===== src/rtl/rv_plic_core.sv =====
// rv_plic_core: PLIC gateways with saturating edge counters and per-target priority arbitration
module rv_plic_core #(
  parameter int NumSrc = 64,
  parameter int NumTarget = 2,
  parameter int MaxPrio = 7,
  parameter int EdgeCntW = 4,
  localparam int PRIOW = $clog2(MaxPrio + 1),
  localparam int SRCW = $clog2(NumSrc)
) (
  input  logic                                 clk_i,
  input  logic                                 rst_i,
  input  logic [NumSrc-1:0]                    src_i,
  input  logic [NumSrc-1:0]                    le_i,
  input  logic [NumSrc-1:0][PRIOW-1:0]         prio_i,
  input  logic [NumTarget-1:0][NumSrc-1:0]     ie_i,
  input  logic [NumTarget-1:0][PRIOW-1:0]      threshold_i,
  input  logic [NumTarget-1:0]                 claim_i,
  input  logic [NumTarget-1:0]                 complete_i,
  input  logic [NumTarget-1:0][SRCW-1:0]       complete_id_i,
  input  logic                                 ovf_clr_i,
  output logic [NumSrc-1:0]                    ip_o,
  output logic [NumTarget-1:0]                 irq_o,
  output logic [NumTarget-1:0][SRCW-1:0]       irq_id_o,
  output logic [NumSrc-1:0]                    edge_ovf_o
);
  typedef enum logic [1:0] {IDLE = 2'd0, PEND = 2'd1, ACT = 2'd2} gw_e;
  localparam logic [NumSrc-1:0] Live = {{(NumSrc-1){1'b1}}, 1'b0};
  localparam logic [EdgeCntW-1:0] CntMax = '1;
  gw_e st_q [NumSrc];
  gw_e st_d [NumSrc];
  logic [EdgeCntW-1:0] cnt_q [NumSrc];
  logic [EdgeCntW-1:0] cnt_d [NumSrc];
  logic [NumSrc-1:0] src_q, le_q, ovf_q, ovf_d, ovf_set;
  logic [NumSrc-1:0] edge_s, pend_req, consume, claim_hit, comp_hit;
  logic [NumTarget-1:0] irq_q, irq_d;
  logic [NumTarget-1:0][SRCW-1:0] id_q, id_d;

  // state register: gateway FSMs, counters, input history and arbitration results
  always_ff @(posedge clk_i or posedge rst_i) begin
    if (rst_i) begin
      src_q <= '0;
      le_q  <= '0;
      ovf_q <= '0;
      irq_q <= '0;
      id_q  <= '0;
      for (int s = 0; s < NumSrc; s++) begin
        st_q[s]  <= IDLE;
        cnt_q[s] <= '0;
      end
    end else begin
      src_q <= src_i;
      le_q  <= le_i;
      ovf_q <= ovf_d;
      irq_q <= irq_d;
      id_q  <= id_d;
      for (int s = 0; s < NumSrc; s++) begin
        st_q[s]  <= st_d[s];
        cnt_q[s] <= cnt_d[s];
      end
    end
  end

  // decode claim/complete strobes into per-source hits; ID 0 never hits
  always_comb begin
    claim_hit = '0;
    comp_hit  = '0;
    for (int s = 0; s < NumSrc; s++)
      for (int t = 0; t < NumTarget; t++) begin
        claim_hit[s] = claim_hit[s] | (Live[s] & claim_i[t] & (irq_id_o[t] == SRCW'(s)));
        comp_hit[s]  = comp_hit[s] | (Live[s] & complete_i[t] & (complete_id_i[t] == SRCW'(s)));
      end
  end

  // pending requests: level follows the line, edge mode drains the backlog counter
  always_comb begin
    edge_s = src_i & ~src_q & le_q & Live;
    pend_req = '0;
    consume  = '0;
    for (int s = 0; s < NumSrc; s++) begin
      pend_req[s] = Live[s] & (le_q[s] ? (edge_s[s] | (cnt_q[s] != '0)) : src_i[s]);
      consume[s]  = (st_q[s] == IDLE) & pend_req[s];
    end
  end

  // next-state logic for each gateway FSM
  always_comb begin
    for (int s = 0; s < NumSrc; s++) begin
      st_d[s] = IDLE;
      case (st_q[s])
        IDLE:    st_d[s] = pend_req[s] ? PEND : IDLE;
        PEND:    st_d[s] = claim_hit[s] ? ACT : PEND;
        ACT:     st_d[s] = comp_hit[s] ? IDLE : ACT;
        default: st_d[s] = IDLE;
      endcase
      if (!Live[s]) st_d[s] = IDLE;
    end
  end

  // edge backlog counters saturate at all-ones and flag the lost edge
  always_comb begin
    ovf_set = '0;
    for (int s = 0; s < NumSrc; s++) begin
      ovf_set[s] = edge_s[s] & ~consume[s] & (cnt_q[s] == CntMax);
      cnt_d[s] = !le_q[s] ? '0 :
                 (edge_s[s] & ~consume[s]) ? ((cnt_q[s] == CntMax) ? cnt_q[s] : cnt_q[s] + EdgeCntW'(1)) :
                 (~edge_s[s] & consume[s]) ? cnt_q[s] - EdgeCntW'(1) : cnt_q[s];
    end
    ovf_d = (ovf_clr_i ? '0 : ovf_q) | ovf_set;
  end

  // gateway outputs: a source is visible to arbitration only while pending
  always_comb begin
    ip_o = '0;
    for (int s = 0; s < NumSrc; s++) ip_o[s] = (st_q[s] == PEND);
  end

  // per-target arbitration: strict compare in ascending ID order keeps the lowest ID on ties
  always_comb begin
    irq_d = '0;
    id_d  = '0;
    for (int t = 0; t < NumTarget; t++) begin
      logic [PRIOW-1:0] bp;
      logic [SRCW-1:0] bi;
      bp = '0;
      bi = '0;
      for (int s = 0; s < NumSrc; s++)
        if (ip_o[s] && ie_i[t][s] && prio_i[s] > bp) begin
          bp = prio_i[s];
          bi = SRCW'(s);
        end
      id_d[t]  = bi;
      irq_d[t] = bp > threshold_i[t];
    end
  end

  assign irq_o      = irq_q;
  assign irq_id_o   = id_q;
  assign edge_ovf_o = ovf_q;
endmodule


===== config.mk =====
export PLATFORM = sky130hd
export DESIGN_NAME = rv_plic_core
export DESIGN_NICKNAME = d
export VERILOG_FILES = /design/src/rtl/rv_plic_core.sv
export SDC_FILE = /design/constraint.sdc
export NUM_CORES = 2
export LEC_CHECK = 0
export ABC_AREA = 0
export BUFFER_PORTS_ARGS = -buffer_cell sky130_fd_sc_hd__buf_2
export CAP_MARGIN = 10
export CORE_MARGIN = 2
export CORE_UTILIZATION = 60
export DETAILED_ROUTE_END_ITERATION = 12
export PLACE_DENSITY = 0.82
export SYNTH_ARGS = -nofsm -noshare
export SYNTH_HDL_FRONTEND = slang
export SYNTH_SLANG_ARGS = --single-unit

===== constraint.sdc =====
create_clock -name clk_i -period 97.4 [get_ports clk_i]
set_input_delay 4.87 -clock clk_i [delete_from_list [all_inputs] [get_ports clk_i]]
set_output_delay 4.87 -clock clk_i [all_outputs]
set_load 0.005 [all_outputs]

=== Yosys cells after proc, flatten, opt, wreduce, memory -nomap -nowiden ===
Index checks and enable logic that the tools add are counted.

* Add/sub/neg operators: 126
* Multiply operators: 0
* Div/mod/pow operators: 0
* Order comparisons: 127
* Equality and inequality tests: 567
* Shifts and indexed selects: 0
* Muxes and demuxes: 820
* Bitwise logic cells: 823
* Reduce and logical (&&, ||, !) cells: 441

{| class="wikitable"
|+ Operators with widths
! operator !! count
|-
| $mux 4 || 268
|-
| $eq 6x6->1 const B || 128
|-
| $and 1x1->1 || 504
|-
| $mux 3 || 134
|-
| $eq 6x5->1 const B || 64
|-
| $mux 6 || 64
|-
| $gt 3x3->1 || 126
|-
| $pmux 2 s3 || 63
|-
| $mux 2 || 130
|-
| $add 4x1->4 const B || 63
|-
| $eq 4x4->1 const B || 63
|-
| $logic_and 1x1->1 || 252
|-
| $reduce_bool 4->1 || 63
|-
| $sub 4x1->4 const B || 63
|-
| $eq 6x4->1 const B || 32
|-
| $ne 3x1->1 const B || 63
|-
| $ne 3x3->1 const B || 63
|-
| $or 1x1->1 || 189
|-
| $mux 5 || 32
|-
| $and 64x64->64 || 2
|-
| $mux 1 || 128
|-
| $eq 2x1->1 const B || 63
|-
| $eq 2x2->1 const B || 63
|-
| $logic_not 2->1 || 63
|-
| other kinds (9) || 221
|}

* Register bits: 584
* Bits in latches: 0
* RAM bits: 0
* Bits in read-only memories: 0
* Output and inout bits: 142
* Word-level logic and storage cells: 3,036
* Memories kept: 0

=== Logic depth before layout (Yosys ltp) ===
* Depth in word-level cells: 191
* Gate-level depth with buffers: 443
* Depth with buffers taken out: 440

=== Worst setup path before layout ===
No wires, ideal clock.

* Kind: input -> register
* From: input port prio_i[4] (netlist bit)
* To: register irq_q[1] (netlist: irq_o[1])
* Library setup time: 0.126 ns
* Arrival: 80.897 ns
* Required time: 97.274 ns
* Path slack: 16.377 ns
* Cell stages on the path: 421
* Buffers on the path: 2
* Cell sequence: nand3_1 ha_1 nand3_1 and3_1 buf_2 and2_1 buf_6 o21ai_0 inv_1 ha_1 nand2_1 nor2_1 a31oi_1 o31ai_2 a21oi_2 a21oi_1 ha_1 nor2_1 [385 not listed] ha_1 inv_1 a21o_1 a21oi_1 a311oi_1 mux2_2 ha_1 inv_1 a21o_1 a21oi_1 a311oi_1 nor2_1 a221oi_1 ha_1 inv_1 a21o_1 a21oi_1 a31oi_1

* Longest elaborated chain between the ends: 190

{| class="wikitable"
|+ RTL lines
! what !! RTL line !! source
|-
| start: declaration || 14 || <nowiki>input logic [NumSrc-1:0][PRIOW-1:0] prio_i,</nowiki>
|-
| $gt 3x1->1 || 127 || <nowiki>if (ip_o[s] && ie_i[t][s] && prio_i[s] > bp) begin</nowiki>
|-
| $logic_and 1x1->1 || 127 ||
|-
| $mux 3 * || 127 ||
|-
| $gt 3x3->1 || 127 ||
|-
| $logic_and 1x1->1 || 127 ||
|-
| $mux 3 * || 127 ||
|-
| $gt 3x3->1 || 127 ||
|-
| $logic_and 1x1->1 || 127 ||
|-
| [175 not listed] || - ||
|-
| $gt 3x3->1 || 127 ||
|-
| $logic_and 1x1->1 || 127 ||
|-
| $mux 3 * || 127 ||
|-
| $gt 3x3->1 || 127 ||
|-
| $logic_and 1x1->1 || 127 ||
|-
| $mux 3 * || 127 ||
|-
| $gt 3x3->1 * || 132 || <nowiki>irq_d[t] = bp > threshold_i[t];</nowiki>
|-
| net irq_d[1] || 35 || <nowiki>logic [NumTarget-1:0] irq_q, irq_d;</nowiki>
|-
| end signal: assignment || 54 || <nowiki>irq_q <= irq_d;</nowiki>
|-
| end: declaration || 35 ||
|}

Mark *: on every way through the listed nets, which the timed path passes. The rest lies on a longest branch.
A chain may end at the register's enable or synchronous reset.

=== Worst setup path after layout ===
* From: input port ie_i[65] (netlist bit)
* To: register irq_q[1] (netlist: irq_o[1])

* Longest elaborated chain between the ends: 190

{| class="wikitable"
|+ RTL lines
! what !! RTL line !! source
|-
| start: declaration || 15 || <nowiki>input logic [NumTarget-1:0][NumSrc-1:0] ie_i,</nowiki>
|-
| $logic_and 1x1->1 * (2 in series) || 127 ||
|-
| $mux 3 * || 127 ||
|-
| $gt 3x3->1 || 127 ||
|-
| $logic_and 1x1->1 || 127 ||
|-
| $mux 3 * || 127 ||
|-
| $gt 3x3->1 || 127 ||
|-
| $logic_and 1x1->1 || 127 ||
|-
| $mux 3 * || 127 ||
|-
| [174 not listed] || - ||
|-
| $gt 3x3->1 || 127 ||
|-
| $logic_and 1x1->1 || 127 ||
|-
| $mux 3 * || 127 ||
|-
| $gt 3x3->1 || 127 ||
|-
| $logic_and 1x1->1 || 127 ||
|-
| $mux 3 * || 127 ||
|-
| $gt 3x3->1 * || 132 ||
|-
| net irq_d[1] || 35 ||
|}

Marked as above.

==> run metrics <==
Detail Route met2 WL 78400 um; Max-slew headroom 0.170; Critical Path RT 97940 ps; WP data arrival 90620 ps; Num CTS Buffers 70; Least-Margin Pin Slew 1240 ps; # Max-Cap Violations 0; WL met1 64300 um; # nets final 7661; PortBufs 605; gpl congestion 1.02; DP HPWL 134000 um; synth top area cells dfrtp_1, ha_1, nand2_1; Clock transition at path regs 60 ps; Max clock buf depth 3; CP bufs+invs 10; drt wl/cell 21.2 um; starting density of the core 0.605; Final Cycle Share 0.925; largest fanout on the critical path 10; clock root buffer clkbuf_16; Commonest cells post-synth nand2_1, o21ai_0, dfrtp_1; Skew-Pair Late Insertion Delay 670 ps; HP Class flip-flop to flip-flop; wire length on met3 16700 um; Die W 292 um; Vert. Die Dim 292 um; Clock Skew 58.2 ps; count leader, synth nand2_1; YS warnings 0; post-synthesis average cell area 7.83 um2; share of layout cells above drive strength 1 0.136; antenna violations before repair 60; num rows 105; crit start category input port; H-Tree Depth 3; Worst Setup SP ie_i[65]; max frequency 11.1 MHz; critical path's slowest cell a2111oi_0; Top Ports 615; Reg-to-Reg Start st_q[124]$_DFF_PP0_; uppermost layer routed met5; DIE AREA 85000 um2; initial drt markers 4400; first-pass detailed-route iteration total 12; # fillers 6912; first-pass GRT wire length 261000 um; Sink Count 581; outcome complete, but fails checks; post-synthesis async set-or-reset flop share 1.00; share of the synthesized area in the top cell type 0.293; top_reg_cell synth dfrtp_1; GRT Overall Usage 0.386; r2r setup slk 10660 ps; CP Capture Type flip-flop; Max stage delay on crit path 610 ps; Synth Register Bits 581; Hold Vio Cnt, Final 0; Post-DRT Antenna Nets 0; unique cell type count in the Yosys netlist 129; cell mode on critical path nor2_1; Post-Syn Area 49600 um2; final setup fails 0; Post-synth EDFFs 0; Via density 6.44; global route total overflow 0; critical path's top delay family compound AO/OA/AOI/OAI gates; largest net degree at the start of global routing 112; post-synthesis sequential area ratio 0.293; Fin Setup TNS 0 ps; dominant cell type by area after synthesis dfrtp_1; CTS tree built; Gate Count Post-Synth 6339; failing checks DRC; Core ar. 82000 um2; min-delay src st_q[38]$_DFF_PP0_; vias in the first global route 48256; Pleak 25.6 nW; Max IR drop VDD 0.0571 mV; Vias 51743; WS Path Type input port to flip-flop; synth-to-layout area growth 13.3%; Final Power 2.29 mW; Max Slew Vio Count 0; routed wire length 170000 um; DRC errors left 1; minimum clock period 90090 ps; cts-stage hold buffer count 0; Cell Pwr Density 40.7 nW/um2
cell usage in the layout (no fill, tap or decap), drive strengths merged, types with 24 or more instances in the layout:
cell / Yosys / routed
and3: 133 / 133
and2: 140 / 140
o21ai: 621 / 621
o211ai: 127 / 127
mux2i: 37 / 37
buf: 14 / 648
ha: 269 / 269
o31ai: 30 / 30
nand3: 377 / 377
inv: 517 / 519
xnor2: 63 / 63
a21o: 115 / 115
diode: 0 / 55
o2111ai: 24 / 24
maj3: 39 / 39
fa: 63 / 63
nand2b: 39 / 39
clkbuf: 190 / 94
a211o: 73 / 73
a21oi: 269 / 269
o22ai: 156 / 156
a211oi: 36 / 36
dfrtp: 581 / 581
nor2: 466 / 466
mux2: 48 / 48
o211a: 34 / 34
nor2b: 149 / 149
nand2: 807 / 807
xor2: 65 / 65
nand4: 91 / 91
a22oi: 52 / 52
o21a: 42 / 42
a21boi: 37 / 37
a31oi: 65 / 65
a221oi: 24 / 24
or2: 38 / 38
nor3: 98 / 98
o41ai: 67 / 67
kinds of logic (layout without fill, tap and decap cells):
kind of cell,Yosys count,count (layout),share of synthesized area
simple gates,2460,2460,0.240
compound gates,1992,1992,0.269
buf+inv,721,1290,0.0555
flops,581,581,0.293
fa+ha+maj,371,371,0.101
xor+xnor,128,128,0.0226
mux,85,85,0.0187
other cells,1,57,0.0000756
layer usage:
layer  track usage  vias up
met5             0        -
met4         0.214       34
met3        0.0857      521
met2         0.632     2458
met1         0.474    24546
li1              -    24184
worst register-to-register path: cells and delay by family (launching register included):
family	cells	cell delay [ps]
buffers and inverters	9	770
AND/OR/NAND/NOR	133	17980
multiplexers	17	6160
adder cells (fa/ha/maj)	84	24370
flip-flops	1	430
AO/OA/AOI/OAI	177	36960
area by class of cell:
class                   instances  area (um2)  share of cell area
multi-input cells            5038       32400               0.577
flip-flops and latches        581       14500               0.259
repair buffers                648        3350              0.0597
clock buffers                  94        1970              0.0351
inverters                     517        1950              0.0347
well taps                    1070        1340              0.0238
clock inverters                31         509             0.00906
diodes                         55         138             0.00245
through the flow:
stage               hold WS (ps)  cells  setup slack, ps  area [um2]  utilization
floorplan                    442   6340            16380       49600            -
global placement             453   7853             7930       53500        0.653
detailed placement           470   7853             5980       53500        0.653
CTS                          470   7978             6250       56000        0.683
global route                 496   8012             -129       56100        0.685
finish                       473   8034             7310       56200        0.685
where the power goes:
part	total (mW)	internal [mW]	switching (mW)
Clock	0.280	0.164	0.116
Combinational	1.63	0.670	0.958
Sequential	0.380	0.304	0.0762
Total	2.29	1.14	1.15
final timing paths:
path,to,depth (start not counted)
max,irq_o[1]$_DFF_PP0_,420
min,st_q[39]$_DFF_PP0_,1
max reg2reg,irq_o[1]$_DFF_PP0_,420
min reg2reg,st_q[39]$_DFF_PP0_,1
max in group asynchronous,cnt_q[195]$_DFFE_PP0P_,5
min in group asynchronous,st_q[57]$_DFF_PP0_,2
state kept, by name, indices dropped and copies added, names as in the netlist:
name and count:
edge_ovf_o 63, cnt_q 252, irq_o 2, st_q 126, le_q 63, irq_id_o 12, src_q 63
timing repair:
action	CTS	global route
endpoints found under the setup margin	0	7
endpoints found under the hold margin	0	0
buffers inserted	0	1
gates resized for setup	0	15
Note: power is estimated with default switching activity, not from simulation.
